### src/rtl/imem_loader_if.sv
// Byte-stream and instruction-memory write bus of the imem loader.
// The loader uses the master view; source/memory model use slave.
interface imem_loader_if #(
  parameter int ADDR_WIDTH = 4
);
  logic [7:0]            in_data;
  logic                  in_valid;
  logic                  in_ready;
  logic                  mem_we;
  logic [ADDR_WIDTH-1:0] mem_addr;
  logic [15:0]           mem_wdata;

  modport master (
    input  in_data,
    input  in_valid,
    output in_ready,
    output mem_we,
    output mem_addr,
    output mem_wdata
  );

  modport slave (
    output in_data,
    output in_valid,
    input  in_ready,
    input  mem_we,
    input  mem_addr,
    input  mem_wdata
  );
endinterface

### src/rtl/imem_loader.sv
// Instruction-memory loader: packs a high-byte-first stream into
// 16-bit words at addresses 0..count-1 while holding the CPU.
module imem_loader #(
  parameter int ADDR_WIDTH    = 4,
  parameter bit HOLD_AT_RESET = 1'b1
) (
  input  logic                clk,
  input  logic                rst,
  input  logic                start,
  input  logic [ADDR_WIDTH:0] word_count,
  imem_loader_if.master       bus,
  output logic                cpu_hold,
  output logic                busy,
  output logic                done,
  output logic                err
);

  typedef enum logic [2:0] {
    IDLE,
    HI,
    LO,
    WR,
    FIN
  } state_t;

  localparam logic [ADDR_WIDTH:0] DEPTH =
    {1'b1, {ADDR_WIDTH{1'b0}}};
  localparam logic [ADDR_WIDTH:0] ONE = 1;

  state_t                state;
  logic [ADDR_WIDTH:0]   count;
  logic [ADDR_WIDTH-1:0] waddr;
  logic [7:0]            hi;

  logic xfer;
  logic last;
  logic start_ok;

  assign xfer     = bus.in_valid && bus.in_ready;
  assign last     = ({1'b0, waddr} + ONE) == count;
  assign start_ok = (word_count != '0) &&
                    (word_count <= DEPTH);

  always_ff @(posedge clk) begin
    if (rst) begin
      state         <= IDLE;
      count         <= '0;
      waddr         <= '0;
      hi            <= '0;
      bus.in_ready  <= 1'b0;
      bus.mem_we    <= 1'b0;
      bus.mem_addr  <= '0;
      bus.mem_wdata <= '0;
      cpu_hold      <= HOLD_AT_RESET;
      busy          <= 1'b0;
      done          <= 1'b0;
      err           <= 1'b0;
    end else begin
      err  <= 1'b0;
      done <= 1'b0;
      unique case (state)
        IDLE: begin
          if (start && start_ok) begin
            count        <= word_count;
            waddr        <= '0;
            busy         <= 1'b1;
            cpu_hold     <= 1'b1;
            bus.in_ready <= 1'b1;
            state        <= HI;
          end else if (start) begin
            err <= 1'b1;
          end
        end
        HI: begin
          if (xfer) begin
            hi    <= bus.in_data;
            state <= LO;
          end
        end
        LO: begin
          // Present the write directly so mem_we is high in WR.
          if (xfer) begin
            bus.in_ready  <= 1'b0;
            bus.mem_we    <= 1'b1;
            bus.mem_addr  <= waddr;
            bus.mem_wdata <= {hi, bus.in_data};
            state         <= WR;
          end
        end
        WR: begin
          bus.mem_we <= 1'b0;
          if (last) begin
            done  <= 1'b1;
            state <= FIN;
          end else begin
            waddr        <= waddr + 1'b1;
            bus.in_ready <= 1'b1;
            state        <= HI;
          end
        end
        FIN: begin
          busy     <= 1'b0;
          cpu_hold <= 1'b0;
          state    <= IDLE;
        end
        default: state <= IDLE;
      endcase
    end
  end

endmodule
### src/flat_wrapper.sv
// flat-port wrapper written by rule: the top's interface ports become plain ports
module imem_loader_flat 
#(
  parameter int ADDR_WIDTH    = 4,
  parameter bit HOLD_AT_RESET = 1'b1
)
  (clk, rst, start, word_count, cpu_hold, busy, done, err, bus_in_data, bus_in_valid, bus_in_ready, bus_mem_we, bus_mem_addr, bus_mem_wdata);
  imem_loader_if #(.ADDR_WIDTH(ADDR_WIDTH)) bus_i ();
  input  logic clk;
  input  logic rst;
  input  logic start;
  input  logic [ADDR_WIDTH:0] word_count;
  output logic cpu_hold;
  output logic busy;
  output logic done;
  output logic err;
  input wire logic [$bits(bus_i.in_data)-1:0] bus_in_data;
  input wire logic [$bits(bus_i.in_valid)-1:0] bus_in_valid;
  output wire logic [$bits(bus_i.in_ready)-1:0] bus_in_ready;
  output wire logic [$bits(bus_i.mem_we)-1:0] bus_mem_we;
  output wire logic [$bits(bus_i.mem_addr)-1:0] bus_mem_addr;
  output wire logic [$bits(bus_i.mem_wdata)-1:0] bus_mem_wdata;
  assign bus_i.in_data = bus_in_data;
  assign bus_i.in_valid = bus_in_valid;
  assign bus_in_ready = bus_i.in_ready;
  assign bus_mem_we = bus_i.mem_we;
  assign bus_mem_addr = bus_i.mem_addr;
  assign bus_mem_wdata = bus_i.mem_wdata;
  imem_loader #(.ADDR_WIDTH(ADDR_WIDTH), .HOLD_AT_RESET(HOLD_AT_RESET)) u_core (.clk(clk), .rst(rst), .start(start), .word_count(word_count), .bus(bus_i), .cpu_hold(cpu_hold), .busy(busy), .done(done), .err(err));
endmodule
### config.mk
export PLATFORM = sky130hd
export DESIGN_NAME = imem_loader_flat
export DESIGN_NICKNAME = d
export VERILOG_FILES = /design/src/rtl/imem_loader_if.sv /design/src/rtl/imem_loader.sv /design/src/flat_wrapper.sv
export SDC_FILE = /design/constraint.sdc
export NUM_CORES = 1
export LEC_CHECK = 0
export ABC_AREA = 1
export BUFFER_PORTS_ARGS = -buffer_cell sky130_fd_sc_hd__clkbuf_2
export CAP_MARGIN = 10
export CORE_MARGIN = 3
export CORE_UTILIZATION = 42
export CTS_BUF_LIST = sky130_fd_sc_hd__clkbuf_4
export DETAILED_ROUTE_END_ITERATION = 12
export GPL_ROUTABILITY_DRIVEN = 1
export GPL_TIMING_DRIVEN = 0
export PLACE_DENSITY = 0.68
export SLEW_MARGIN = 20
export SYNTH_ARGS = -nofsm -noshare
export SYNTH_HDL_FRONTEND = slang
export SYNTH_SLANG_ARGS = --single-unit
### constraint.sdc
create_clock -name clk -period 3.6 [get_ports clk]
set_clock_uncertainty 0.2 [all_clocks]
set_input_delay 0.36 -clock clk [delete_from_list [all_inputs] [get_ports clk]]
set_output_delay 0.36 -clock clk [all_outputs]
set_load 0.02 [all_outputs]
-- Yosys cells after proc, flatten, opt, wreduce, memory -nomap -nowiden
Index checks and enable logic that the tools add are counted.
- flip-flop bits (word level): 46
- bits in latches: 0
- RAM bits: 0
- bits in read-only memories: 0
- input port bits: 17
- output and inout port bits: 26
- word-level logic and storage cells: 62
- memories: 0
- add/subtract/negate cells: 2
- $mul: 0
- div/mod/pow operators: 0
- magnitude comparators: 1
- equality and inequality tests: 9
- shift operators: 0
- mux-type cells: 17
- bitwise gates (word level): 2
- reductions and logical operators: 19
- operator list (kind ; count):
    3-bit two-way mux ; 4
    3-bit one-hot mux with 4 select lines ; 1
    2-bit AND reduction ; 5
    4-bit two-way mux ; 2
    4-bit one-hot mux with 2 select lines ; 1
    3-bit by 2-bit equality test with 1-bit output (second input constant) ; 2
    1-bit two-way mux ; 6
    2-bit by 1-bit inequality test with 1-bit output (second input constant) ; 3
    3-bit AND reduction ; 2
    2-bit nonzero test ; 3
    4-bit by 1-bit adder with 5-bit output (second input constant) ; 1
    5-bit equality test ; 1
    5-bit less-or-equal comparator (second input constant) ; 1
    5-bit nonzero test ; 1
    4-bit by 1-bit adder with 4-bit output (second input constant) ; 1
    1-bit one-hot mux with 2 select lines ; 2
    4-bit AND reduction ; 1
    3-bit by 1-bit equality test with 1-bit output (second input constant) ; 1
    3-bit equality test (second input constant) ; 1
    1-bit logical AND ; 3
    3-bit zero test ; 1
    1-bit one-hot mux with 3 select lines ; 1
    3-bit nonzero test ; 1
    3-bit OR reduction ; 1
    other kinds (3) ; 4

-- Depth between registers and ports, before layout
- depth after elaboration: 5
- mapped depth: 13
- depth with buffers taken out: 13

-- Worst setup path after synthesis
Ideal clock, no wire load.
- path kind: reg-to-reg
- start point: register u_core.waddr[0]
- end point: register u_core.waddr[0]
- setup time: 0.113 ns
- arrival: 1.333 ns
- required time: 3.287 ns
- slack: 1.955 ns
- stages on the path, launching flop included: 10
- buffers on the path: 0
- clock period less this slack: 1.645 ns
- path through: dfxtp_1 -> ha_1 -> xnor2_1 -> nand3_1 -> nor2_2 -> nand2_1 -> nand2_2 -> nand2_4 -> nor2_1 -> nor2_1
- cells in the longest elaborated chain, start to end: 4
- elaborated cells on any way between the ends: 7
- those cells by class: add/sub (2); eq/ne (2); mux (2); reduce/logical (1)
- RTL lines (item ; RTL line ; RTL):
    start, declared ; imem_loader.sv:32 ; logic [ADDR_WIDTH-1:0] waddr;
    start signal, assigned ; imem_loader.sv:96 ; waddr <= waddr + 1'b1;
    4-bit by 1-bit adder with 5-bit output ; imem_loader.sv:40 ; assign last = ({1'b0, waddr} + ONE) == count;
    5-bit equality test ; imem_loader.sv:40 ;
    2-bit inequality test (no source line) ; -- ;
    3-bit AND reduction (no source line) ; -- ;
Several ways; a longest one is shown, not always the timed one. The select of a mux whose other input is x is not followed.
A chain may end at the register's enable or synchronous reset.

-- Worst setup path in the final report
- start point: register u_core.waddr[0]
- end point: register u_core.waddr[3]
The elaborated chain is that of the path after synthesis.

==> summary.md <==
| Metric | Value |
|---|---|
| Clock Tree Buf Depth | `2` |
| Layout cell share with drive strength beyond 1 | `23.5%` |
| Hold buffers post-CTS | `0` |
| Vias | `1745` |
| Worst-Skew Late Latency | `370 ps` |
| Worst hold slack | `40.9 ps` |
| Clock share of power | `32.2%` |
| Peak Freq | `535 MHz` |
| Setup Crit Path Kind | `reg -> reg` |
| Post-CTS setup buffer count | `0` |
| Layout overhead on the synthesized area | `18.1%` |
| FILL cells | `455` |
| Worst Setup Slack, final | `1730 ps` |
| DP HPWL | `3.12 mm` |
| First DRT Iteration DRCs | `103` |
| Site Rows | `24` |
| Syn_nets | `276` |
| Tcrit/Tclk final | `51.9%` |
| P_int | `0.730 mW` |
| Crit-path most repeated cell | `nand2_1` |
| # clock sinks | `46` |
| Cts repair resizes | `0` |
| ANT cells | `0` |
| TritonCTS buffer count | `5` |
| CTS tree | `yes` |
| Power Total | `0.998 mW` |
| TritonRoute pass-1 iters | `4` |
| Switching share of total power | `26.9%` |
| Initial Utilization | `44.0%` |
| Syn Area/Cell | `7.54 sq um` |
| Final setup fails | `0` |
| Status | `complete, no violations` |
| Worst Setup End Kind | `register` |
| Initial antenna violation count | `0` |
| Crit path required time | `3710 ps` |
| Power Density | `434 mW/mm^2` |
| Clock H-tree levels | `2` |
| Wirelength per Cell | `11.7 um` |
| Tightest Pin Transition | `446 ps` |
| Dpl ws | `1760 ps` |
| Die footprint | `0.00548 sq mm` |
| Final Hold Viols | `0` |
| Worst hold path class | `in -> reg` |
| Sequential power share | `54.4%` |
| RSZ-0062 raised after global routing | `false` |
| R2R Setup Slk | `1730 ps` |
| DIE HEIGHT | `74.0 um` |
| Crit-path cells | `ha_1 > inv_1 > nand2_2 > nand2_1 > nand2_1 > nand3_2 > nor2_2 > nand2_1 > nand2_2 > nand2_4 > nand2_1 > nand2_1 > nor2_1` |
| Relative slew slack | `70.2%` |
| Post-Synthesis Cell Area | `0.00194 sq mm` |
| Die width | `74.0 um` |
| FF+latch area | `921 sq um` |
| Logic pwr share | `13.4%` |
| Setup TNS | `0 ps` |
| P_leak | `0.968 nW` |
| First-pass GRT wire length | `7.17 mm` |
| CP max stage delay | `510 ps` |
| Syn Inst Count | `258` |
| Final Slew Violations | `0` |
| Synth cell types | `26` |
| Seq cells post-synth | `46` |
| CTS root buf | `clkbuf_4` |
| Max-cap violations | `0` |
| Total routed wirelength | `4.20 mm` |
| Largest net degree at the start of global routing | `15` |
| Fin nets | `324` |
| CP max-delay cell | `dfxtp_1` |
| ANT nets after route | `0` |
| Vias in the first global route | `1533` |
| Routability cong. | `0.822` |
| Synth warnings | `0` |
| VDD IR max | `0.000178 V` |
| Area occupied by multi-input gates | `865 sq um` |
| Post-route DRC | `0` |
| Grt total ovfl | `0` |
| Ports | `43` |
| CP Launch Type | `register` |
| NetSw | `0.268 mW` |
| Fin crit period | `1870 ps` |
| Post-synthesis sequential area ratio | `47.4%` |
| Critical Path AT | `1980 ps` |
| CTS clock-pin slew for the worst setup and hold paths | `130 ps` |
| I/O Buffers | `41` |
| Vias per cell | `4.86` |
| CP Max Fanout | `8` |
| Core area | `0.00441 sq mm` |
| GRT Util Overall | `16.9%` |
area by class of cell:
| cell class | count | area share (%) |
|---|---|---|
| plain buffers | 12 | 3.16 |
| clock buffers | 6 | 1.96 |
| clock inverters | 2 | 1.63 |
| inverters | 23 | 3.76 |
| multi-input cells | 177 | 37.6 |
| flip-flops and latches | 46 | 40.1 |
| well taps | 52 | 2.83 |
| repair buffers | 41 | 8.93 |
worst max-delay path: cells and delay by family, from the launching register on:
| family | cells | cell delay (ps) |
|---|---|---|
| buffers and inverters | 1 | 70 |
| DFF | 1 | 510 |
| adders and majority gates | 1 | 270 |
| and+or+nand+nor | 11 | 770 |
metrics by stage:
step                cell area (sq um)  std cells  utilization [%]
finish                           2300        359             52.0
floorplan                        1940        258                -
global placement                 2210        351             50.2
global route                     2300        359             52.0
detailed placement               2210        351             50.2
CTS                              2300        359             52.0
logic make-up after synthesis:
family | Yosys count | synth area share [%]
simple gates | 129 | 31.4
fa+ha+maj | 1 | 0.643
compound gates | 46 | 12.0
flops | 46 | 47.4
buf+inv | 35 | 8.17
xor+xnor | 1 | 0.451
placed cells by master, fill, tap and decap left out, types with 2 or more instances in the layout:
cell type  synthesis  layout
nand4_1            4       4
nand3_1           33      33
dfxtp_1           46      46
nand2_1           53      53
o21ai_0           12      12
buf_2              4       4
nor2_2             2       2
buf_4              2       2
nand2_2            2       2
clkbuf_4           0       6
buf_6              2       2
clkbuf_2           0      41
nor2_1            28      28
clkbuf_1           4       4
a21oi_1           31      31
nor2_4             2       2
o21ai_1            2       2
inv_1             18      18
inv_2              4       4
synth_stat cells, drive strengths merged:
master  count  area share (%)
nor3        2             1.4
nand2      56              11
ha          1            0.64
o21ai      14             3.6
inv        22             4.2
clkbuf      4            0.77
nor2       32             7.2
a21oi      31             8.0
buf         8             3.0
o211ai      1            0.39
clkinv      1            0.19
nand4       5             2.4
dfxtp      46              47
nand3      34             9.0
xnor2       1            0.45
state kept, by name, summed over array words and instances, names as in the netlist, 3 cells and up:
signal	cells
u_core.waddr	4
u_core.bus.mem_wdata	16
u_core.hi	8
u_core.bus.mem_addr	4
u_core.state	3
u_core.count	5
path summary, 6_finish.rpt:
kind	cells after the start	startpoint	endpoint
worst min-delay path	3	bus_in_data[7]	u_core.bus.mem_wdata[7]
worst max register to register	13	u_core.waddr[0]	u_core.waddr[3]
worst max-delay path	13	u_core.waddr[0]	u_core.waddr[3]
worst min register to register	2	u_core.bus.mem_addr[1]	u_core.bus.mem_addr[1]
power by group through the flow:
stage,logic (mW),registers [mW],clock network (mW)
final,0.134,0.543,0.321
after global routing,0.154,0.546,0.347
after CTS,0.134,0.543,0.330
after detailed placement,0.134,0.554,0
after global placement,0.132,0.554,0
after floorplan,0.0948,0.556,0
layer usage:
layer / share of wire (%) / routed length (um) / up-vias / GRT usage (%)
li1: - / - / 939 / -
met1: 49 / 2050 / 761 / 23.7
met2: 45 / 1880 / 38 / 25.1
met3: 4.6 / 195 / 7 / 4.32
met4: 1.9 / 78 / 0 / 6.44
met5: 0 / 0 / - / 0
Power figures use the tool's default switching activity.
